**config.mk**
```make
export PLATFORM = sky130hd
export DESIGN_NAME = control_sequencer
export DESIGN_NICKNAME = d
export VERILOG_FILES = /design/src/rtl/control_sequencer.sv
export SDC_FILE = /design/constraint.sdc
export NUM_CORES = 1
export LEC_CHECK = 0
export BUFFER_PORTS_ARGS = -buffer_cell sky130_fd_sc_hd__clkbuf_2
export CAP_MARGIN = 15
export CORE_ASPECT_RATIO = 0.75
export CORE_MARGIN = 2
export CORE_UTILIZATION = 38
export CTS_BUF_LIST = sky130_fd_sc_hd__clkbuf_8 sky130_fd_sc_hd__clkbuf_16
export CTS_CLUSTER_DIAMETER = 100
export DETAILED_ROUTE_END_ITERATION = 8
export PLACE_DENSITY_LB_ADDON = 0.3
export SETUP_SLACK_MARGIN = 0.15
export SLEW_MARGIN = 20
export SYNTH_ARGS = -nofsm -noshare
export SYNTH_HDL_FRONTEND = slang
export SYNTH_SLANG_ARGS = --single-unit
```
**constraint.sdc**
```tcl
create_clock -name clk -period 2 [get_ports clk]
set_input_delay 0.4 -clock clk [delete_from_list [all_inputs] [get_ports clk]]
set_output_delay 0.4 -clock clk [all_outputs]
set_load 0.05 [all_outputs]
```
**src/rtl/control_sequencer.sv**
```systemverilog
//------------------------------------------------------------------------------
// control_sequencer : hard-wired fetch/decode/execute control unit that
//                     drives every datapath strobe, one T-state per clock.
// Revision: 1.0
//------------------------------------------------------------------------------
`default_nettype none

module control_sequencer #(
   parameter int OPW = 5
) (
   input  logic        clk,
   input  logic        clr,
   input  logic        run,
   input  logic [31:0] ir,
   output logic        pc_out,
   output logic        zlo_out,
   output logic        mdr_out,
   output logic        mar_enable,
   output logic        z_enable,
   output logic        pc_enable,
   output logic        mdr_enable,
   output logic        read,
   output logic        ir_enable,
   output logic        y_enable,
   output logic        pc_increment,
   output logic        c_sign_extended_out,
   output logic        ram_write,
   output logic        r_in,
   output logic        r_out,
   output logic        gra,
   output logic        grb,
   output logic        grc,
   output logic        ba_out,
   output logic [3:0]  alu_op,
   output logic        instr_done,
   output logic        illegal,
   output logic        halted
);

   typedef enum logic [3:0] {
      S_IDLE = 4'd0, S_T0 = 4'd1, S_T1 = 4'd2, S_T2 = 4'd3, S_T3 = 4'd4,
      S_T4   = 4'd5, S_T5 = 4'd6, S_T6 = 4'd7, S_T7 = 4'd8, S_HALT = 4'd9
   } state_t;

   localparam logic [3:0] c_ALU_ADD = 4'b0000;
   localparam logic [3:0] c_ALU_SUB = 4'b0001;
   localparam logic [3:0] c_ALU_AND = 4'b0010;
   localparam logic [3:0] c_ALU_OR  = 4'b0011;

   state_t state_q;

   logic [OPW-1:0] w_op;
   logic           w_unused_ir;
   logic w_ld, w_st, w_ldi, w_imm, w_reg, w_nop, w_halt, w_undef, w_done;

   // The IR is stable from T3 until the next T2, so decode straight from it.
   assign w_op        = ir[31 -: OPW];
   assign w_unused_ir = ^ir[31-OPW:0];

   assign w_ld    = (w_op == OPW'(5'b00000));
   assign w_ldi   = (w_op == OPW'(5'b00001));
   assign w_st    = (w_op == OPW'(5'b00010));
   assign w_reg   = (w_op == OPW'(5'b00011)) || (w_op == OPW'(5'b00100)) ||
                    (w_op == OPW'(5'b00101)) || (w_op == OPW'(5'b00110));
   assign w_imm   = (w_op == OPW'(5'b01100)) || (w_op == OPW'(5'b01101)) ||
                    (w_op == OPW'(5'b01110));
   assign w_nop   = (w_op == OPW'(5'b11010));
   assign w_halt  = (w_op == OPW'(5'b11011));
   assign w_undef = !(w_ld || w_ldi || w_st || w_reg || w_imm || w_nop || w_halt);

   assign w_done = ((state_q == S_T3) && (w_nop || w_halt || w_undef)) ||
                   ((state_q == S_T5) && (w_ldi || w_imm || w_reg)) ||
                   ((state_q == S_T7) && (w_ld || w_st));

   always_ff @(posedge clk) begin
      if (clr) begin
         state_q <= S_IDLE;
      end else begin
         case (state_q)
            S_IDLE: if (run) state_q <= S_T0;
            S_T0:   state_q <= S_T1;
            S_T1:   state_q <= S_T2;
            S_T2:   state_q <= S_T3;
            S_HALT: state_q <= S_HALT;
            default: begin
               if (w_done) begin
                  if (w_halt)   state_q <= S_HALT;
                  else if (run) state_q <= S_T0;
                  else          state_q <= S_IDLE;
               end else begin
                  case (state_q)
                     S_T3:    state_q <= S_T4;
                     S_T4:    state_q <= S_T5;
                     S_T5:    state_q <= S_T6;
                     S_T6:    state_q <= S_T7;
                     default: state_q <= S_IDLE;
                  endcase
               end
            end
         endcase
      end
   end

   always_comb begin
      pc_out = 1'b0; zlo_out = 1'b0; mdr_out = 1'b0; mar_enable = 1'b0;
      z_enable = 1'b0; pc_enable = 1'b0; mdr_enable = 1'b0; read = 1'b0;
      ir_enable = 1'b0; y_enable = 1'b0; pc_increment = 1'b0;
      c_sign_extended_out = 1'b0; ram_write = 1'b0; r_in = 1'b0; r_out = 1'b0;
      gra = 1'b0; grb = 1'b0; grc = 1'b0; ba_out = 1'b0;
      alu_op = c_ALU_ADD;
      instr_done = w_done;
      illegal = 1'b0;
      halted = (state_q == S_HALT);
      case (state_q)
         S_T0: begin
            pc_out = 1'b1; mar_enable = 1'b1; pc_increment = 1'b1; z_enable = 1'b1;
         end
         S_T1: begin
            zlo_out = 1'b1; pc_enable = 1'b1; read = 1'b1; mdr_enable = 1'b1;
         end
         S_T2: begin
            mdr_out = 1'b1; ir_enable = 1'b1;
         end
         S_T3: begin
            if (w_ld || w_st || w_ldi || w_imm || w_reg) begin
               grb      = 1'b1;
               y_enable = 1'b1;
               ba_out   = w_ld || w_st || w_ldi;
               r_out    = w_imm || w_reg;
            end
            illegal = w_undef;
         end
         S_T4: begin
            z_enable            = 1'b1;
            grc                 = w_reg;
            r_out               = w_reg;
            c_sign_extended_out = !w_reg;
            case (w_op)
               OPW'(5'b00100):                 alu_op = c_ALU_SUB;
               OPW'(5'b00101), OPW'(5'b01101): alu_op = c_ALU_AND;
               OPW'(5'b00110), OPW'(5'b01110): alu_op = c_ALU_OR;
               default:                        alu_op = c_ALU_ADD;
            endcase
         end
         S_T5: begin
            zlo_out    = 1'b1;
            mar_enable = w_ld || w_st;
            gra        = !(w_ld || w_st);
            r_in       = !(w_ld || w_st);
         end
         S_T6: begin
            mdr_enable = 1'b1;
            read       = w_ld;
            gra        = w_st;
            r_out      = w_st;
         end
         S_T7: begin
            mdr_out   = w_ld;
            gra       = w_ld;
            r_in      = w_ld;
            ram_write = w_st;
         end
         default: ;
      endcase
   end

endmodule

`default_nettype wire
```
==> results of run 1 <==
-- per-stage QoR --
step | utilization | hold slack [ps] | cells
after CTS | 0.947 | 390 | 185
after detailed placement | 0.741 | 622 | 170
after global placement | 0.741 | 609 | 170
after floorplan | - | 482 | 106
-- synthesized netlist by cell type (all sizes together) (2+ instances only) --
cell     n
buf     10
nor2     9
a21oi    8
nand2    8
nand2b   7
nor3     7
nand3    5
dfxtp    4
inv      4
a31o     3
clkbuf   3
nand3b   3
a211o    2
and2     2
nand4    2
nor3b    2
nor4     2
o21ai    2
or2      2
xnor2    2
-- timing repair --
action,CTS
setup endpoints to repair,18
pin swaps,16
buffers inserted,12
resized for setup,57
-- cells by family after synthesis --
kind of cell	after synthesis	synth area share
AOI/OAI and AO/OA	23	0.228
other	1	0.00519
buffers and inverters	17	0.137
DFF	4	0.111
and+or+nand+nor	58	0.495
xor gates and xnor gates	2	0.0242
==> impl_metrics.yaml, run 1 <==
cts:
  h-tree-depth: 1
  hold_buffers: 0
  root_buffer: "clkbuf_8"
  cts-buffers-inserted: 3
  cts.path.max_buffers: 2
  cts_sinks: 4
yosys:
  synth_warnings: 0
  postSynthAreaPerCell_um2: 6.89
  synthArstFlopShare: 0
  synthTopCellsByArea: "dfxtp_1, a21oi_1, nand2b_1, nor3_1, buf_4"
  synth_top_area_frac: 0.111
  syn_area_um2: 723
  synth_seq_area_share: 0.111
  synth_flop_cell: "dfxtp_1"
  yosysTopAreaCell: "dfxtp_1"
  synth_cells: 105
  synth_seq_cells: 4
  synth_enable_flop_cells: 0
  ys_types: 47
floorplan:
  die_w_um: 54.4
  rows: 13
  io_pins: 61
  start_util: 0.412
  die_h_um: 41.8
status:
  firstError: "[ERROR DPL-0038] Utilization greater than 100%, impossible to legalize"
  stop_stage: "global routing (5_1_grt)"
  status: "did not finish"
timing:
  grt-worst-endpoint: "instr_done"
  worst-ep-kind: "output port"
placed_design:
  dp_hpwl_mm: 2.04
  preCtsSetupSlack_ps: -96.4
  place_area_um2: 1300
  gp_congestion: 0.864
  port_buffers: 31
global_route:
  grt_start_max_net_pins: 11
==> inputs of run 2 (changes only) <==
==> config.mk (replaced) <==
export PLATFORM = sky130hd
export DESIGN_NAME = control_sequencer
export DESIGN_NICKNAME = d
export VERILOG_FILES = /design/src/rtl/control_sequencer.sv
export SDC_FILE = /design/constraint.sdc
export NUM_CORES = 1
export LEC_CHECK = 0
export BUFFER_PORTS_ARGS = -buffer_cell sky130_fd_sc_hd__clkbuf_2
export CAP_MARGIN = 15
export CORE_AREA = 2 2 63 65
export DETAILED_ROUTE_END_ITERATION = 8
export DIE_AREA = 0 0 65 67
export PLACE_DENSITY_LB_ADDON = 0.15
export SLEW_MARGIN = 20
export SYNTH_ARGS = -nofsm -noshare
export SYNTH_HDL_FRONTEND = slang
export SYNTH_SLANG_ARGS = --single-unit
==> impl_metrics.yaml, run 2 <==
cts:
  cts-buffers-inserted: 3
  clkTransAtPathRegs_ps: 30
  h-tree-depth: 1
  tritoncts: "done"
  cts.path.max_buffers: 2
  worstSkewPairLatency_ps: 220
  cts_sinks: 4
  root_buffer: "clkbuf_8"
cells_and_area:
  syn2layout_area_growth_pct: 102
  fillers: 373
  regMostFlops: "state_q"
  final_common_cell: "buf_4"
  final_nets: 189
  mostFrequentLayoutCells: "buf_4, clkbuf_2, buf_12"
  largest_reg_flops: 4
  layout_top_registers: "state_q x4"
  diodes: 0
  layout-drive-gt1-share: 0.664
yosys:
  synth_seq_area_share: 0.111
  synth_seq_cells: 4
  synth_top_area_frac: 0.111
  yosysTopAreaCell: "dfxtp_1"
  synth_enable_flop_cells: 0
  synthArstFlopShare: 0
  ys_types: 47
  syn_area_um2: 723
  synthTopCellsByArea: "dfxtp_1, a21oi_1, nand2b_1, nor3_1, buf_4"
  synth_flop_cell: "dfxtp_1"
  synth_cells: 105
  synth_warnings: 0
  postSynthAreaPerCell_um2: 6.89
  synth_common_cells: "a21oi_1, nand2_1, nor2_1"
timing:
  fin_crit_ps: 1960
  min_period_over_period: 0.982
  finalHoldViolations: 0
  fmax_ghz: 0.509
  fin_ws_ps: 35.7
  finalSetupViolations: 0
  skew_ps: 2.30
  finalMaxSlewViolations: 0
  grt_setup_unrepaired: "yes"
critical_path:
  cp_slowest_stage_delay_ps: 380
  cp_num_cells: 6
  critPathKind: "flip-flop to primary output"
  startpoint: "state_q[2]$_SDFFE_PP0P_"
  cp_slowest_cell: "dfxtp_1"
  regToRegEndpoint: "state_q[0]$_SDFFE_PP0P_"
  crit_path_max_fanout: 12
  rr_worst_depth: 6
  reg2reg_from: "state_q[2]$_SDFFE_PP0P_"
  start_kind: "flip-flop"
  r2r_setup_slack_ps: 410
  crit_end: "instr_done"
  timing.critical_path.required_ps: 1600
  crit_buf_inv: 3
  end_kind: "primary output"
  path_delay_family: "compound AO/OA/AOI/OAI gates"
  arrival_ps: 1560
  cp_cell_sequence: "buf_6, nand4bb_1, a211o_1, o211a_2, inv_2, buf_12"
placed_design:
  gp_congestion: 0.844
  dp_hpwl_mm: 1.97
  port_buffers: 31
  preCtsSetupSlack_ps: -79.2
drt:
  drcViolationCount: 0
  drtIter0Drc: 39
  wire_per_inst_um: 12.4
  routed_wl_mm: 2.49
  avgViaCountPerCell: 4.65
  dr.pass1.iters: 4
  vias: 930
  drtAntennaViolNets: 0
power:
  comb_power_share: 0.566
  clkPwrFrac: 0.283
  p_leak_nw: 0.581
  p_seq_frac: 0.151
  total_power_mw: 0.612
  irDropWorstVdd_uv: 265
  powerDensity_nw_per_um2: 419
  switching_share: 0.429
  p_switching_mw: 0.263
  internal_power_mw: 0.349
floorplan:
  io_pins: 61
  die_w_um: 65
  die_h_um: 67
  coreArea_um2: 3610
  start_util: 0.201
  dieArea_um2: 4360
  rows: 22
global_route:
  grt_usage: 0.122
  antenna_found_initial: 0
  first_global_vias: 921
  gr-total-overflow: 0
  grt_start_max_net_pins: 19
  grt_pass1_wl_mm: 4.24
min_path:
  min_path_type: "primary input to flip-flop"
flow_run:
  max_cap_violations: 0
status:
  status: "finished clean"
## run 2: per-layer routing
| layer | part of all wire | global-route usage | up-vias |
|---|---|---|---|
| met5 | 0 | 0 | - |
| met4 | 0.0088 | 0.0479 | 0 |
| met3 | 0.081 | 0.00845 | 2 |
| met2 | 0.47 | 0.209 | 38 |
| met1 | 0.44 | 0.159 | 426 |
| li1 | - | - | 464 |
## run 2: worst reg2reg max path: cells and delay by family (launching register included)
family,cells,cell delay (ps)
AOI/OAI and AO/OA,3,620
DFF,1,380
buffers and inverters,2,340
and+or+nand+nor,1,140
## run 2: repair_timing
action	4_1_cts	5_1_grt
setup endpoints to repair	5	15
hold buffers	0	0
pin swaps	2	5
gates resized for setup	6	25
setup buffers	1	0
## run 2: cells by family (layout without fill, tap and decap cells)
| logic type | count (synthesis) | count (layout) | synth area share |
|---|---|---|---|
| simple gates | 58 | 58 | 0.495 |
| compound gates | 23 | 23 | 0.228 |
| buf+inv | 17 | 63 | 0.137 |
| flops | 4 | 4 | 0.111 |
| xor+xnor | 2 | 2 | 0.0242 |
| other cells | 1 | 2 | 0.00519 |
## run 2: how the worst min path moves through the flow
stage                     start  cells after the start                      end  slack [ps]
after CTS                   clr                      2  state_q[1]$_SDFFE_PP0P_         390
final                       clr                      2  state_q[1]$_SDFFE_PP0P_         380
after global routing        clr                      2  state_q[1]$_SDFFE_PP0P_         410
after global placement      clr                      2  state_q[1]$_SDFFE_PP0P_         610
after detailed placement    clr                      2  state_q[1]$_SDFFE_PP0P_         610
after floorplan             clr                      1  state_q[1]$_SDFFE_PP0P_         480
## run 2: area by class of cell
type	count	area, µm²	share of cell area
tap	48	60.1	0.0412
clock buffer	3	41.3	0.0283
timing repair buffer	56	534	0.366
sequential	4	81.3	0.0557
multi-input combinational	85	723	0.496
inverter	4	18.8	0.0129
## run 2: power by group through the flow
stage / sequential, mW / clock (mW) / combinational (mW)
2_1_floorplan: 0.0896 / 0 / 0.221
3_3_place_gp: 0.0910 / 0 / 0.327
3_5_place_dp: 0.0912 / 0 / 0.330
4_1_cts: 0.0923 / 0.174 / 0.336
5_1_grt: 0.0930 / 0.175 / 0.368
6_report: 0.0922 / 0.173 / 0.346
## run 2: metrics by stage
step / setup TNS (ps) / area (µm²) / std cells / hold slack (ps) / util
CTS: 0 / 1400 / 200 / 389 / 0.387
global placement: -156 / 1330 / 196 / 610 / 0.368
global route: -11.6 / 1460 / 200 / 409 / 0.405
floorplan: -814 / 855 / 106 / 482 / -
detailed placement: -104 / 1330 / 196 / 612 / 0.368
finish: 0 / 1460 / 200 / 383 / 0.405
Note: power is estimated with default switching activity, not from simulation.
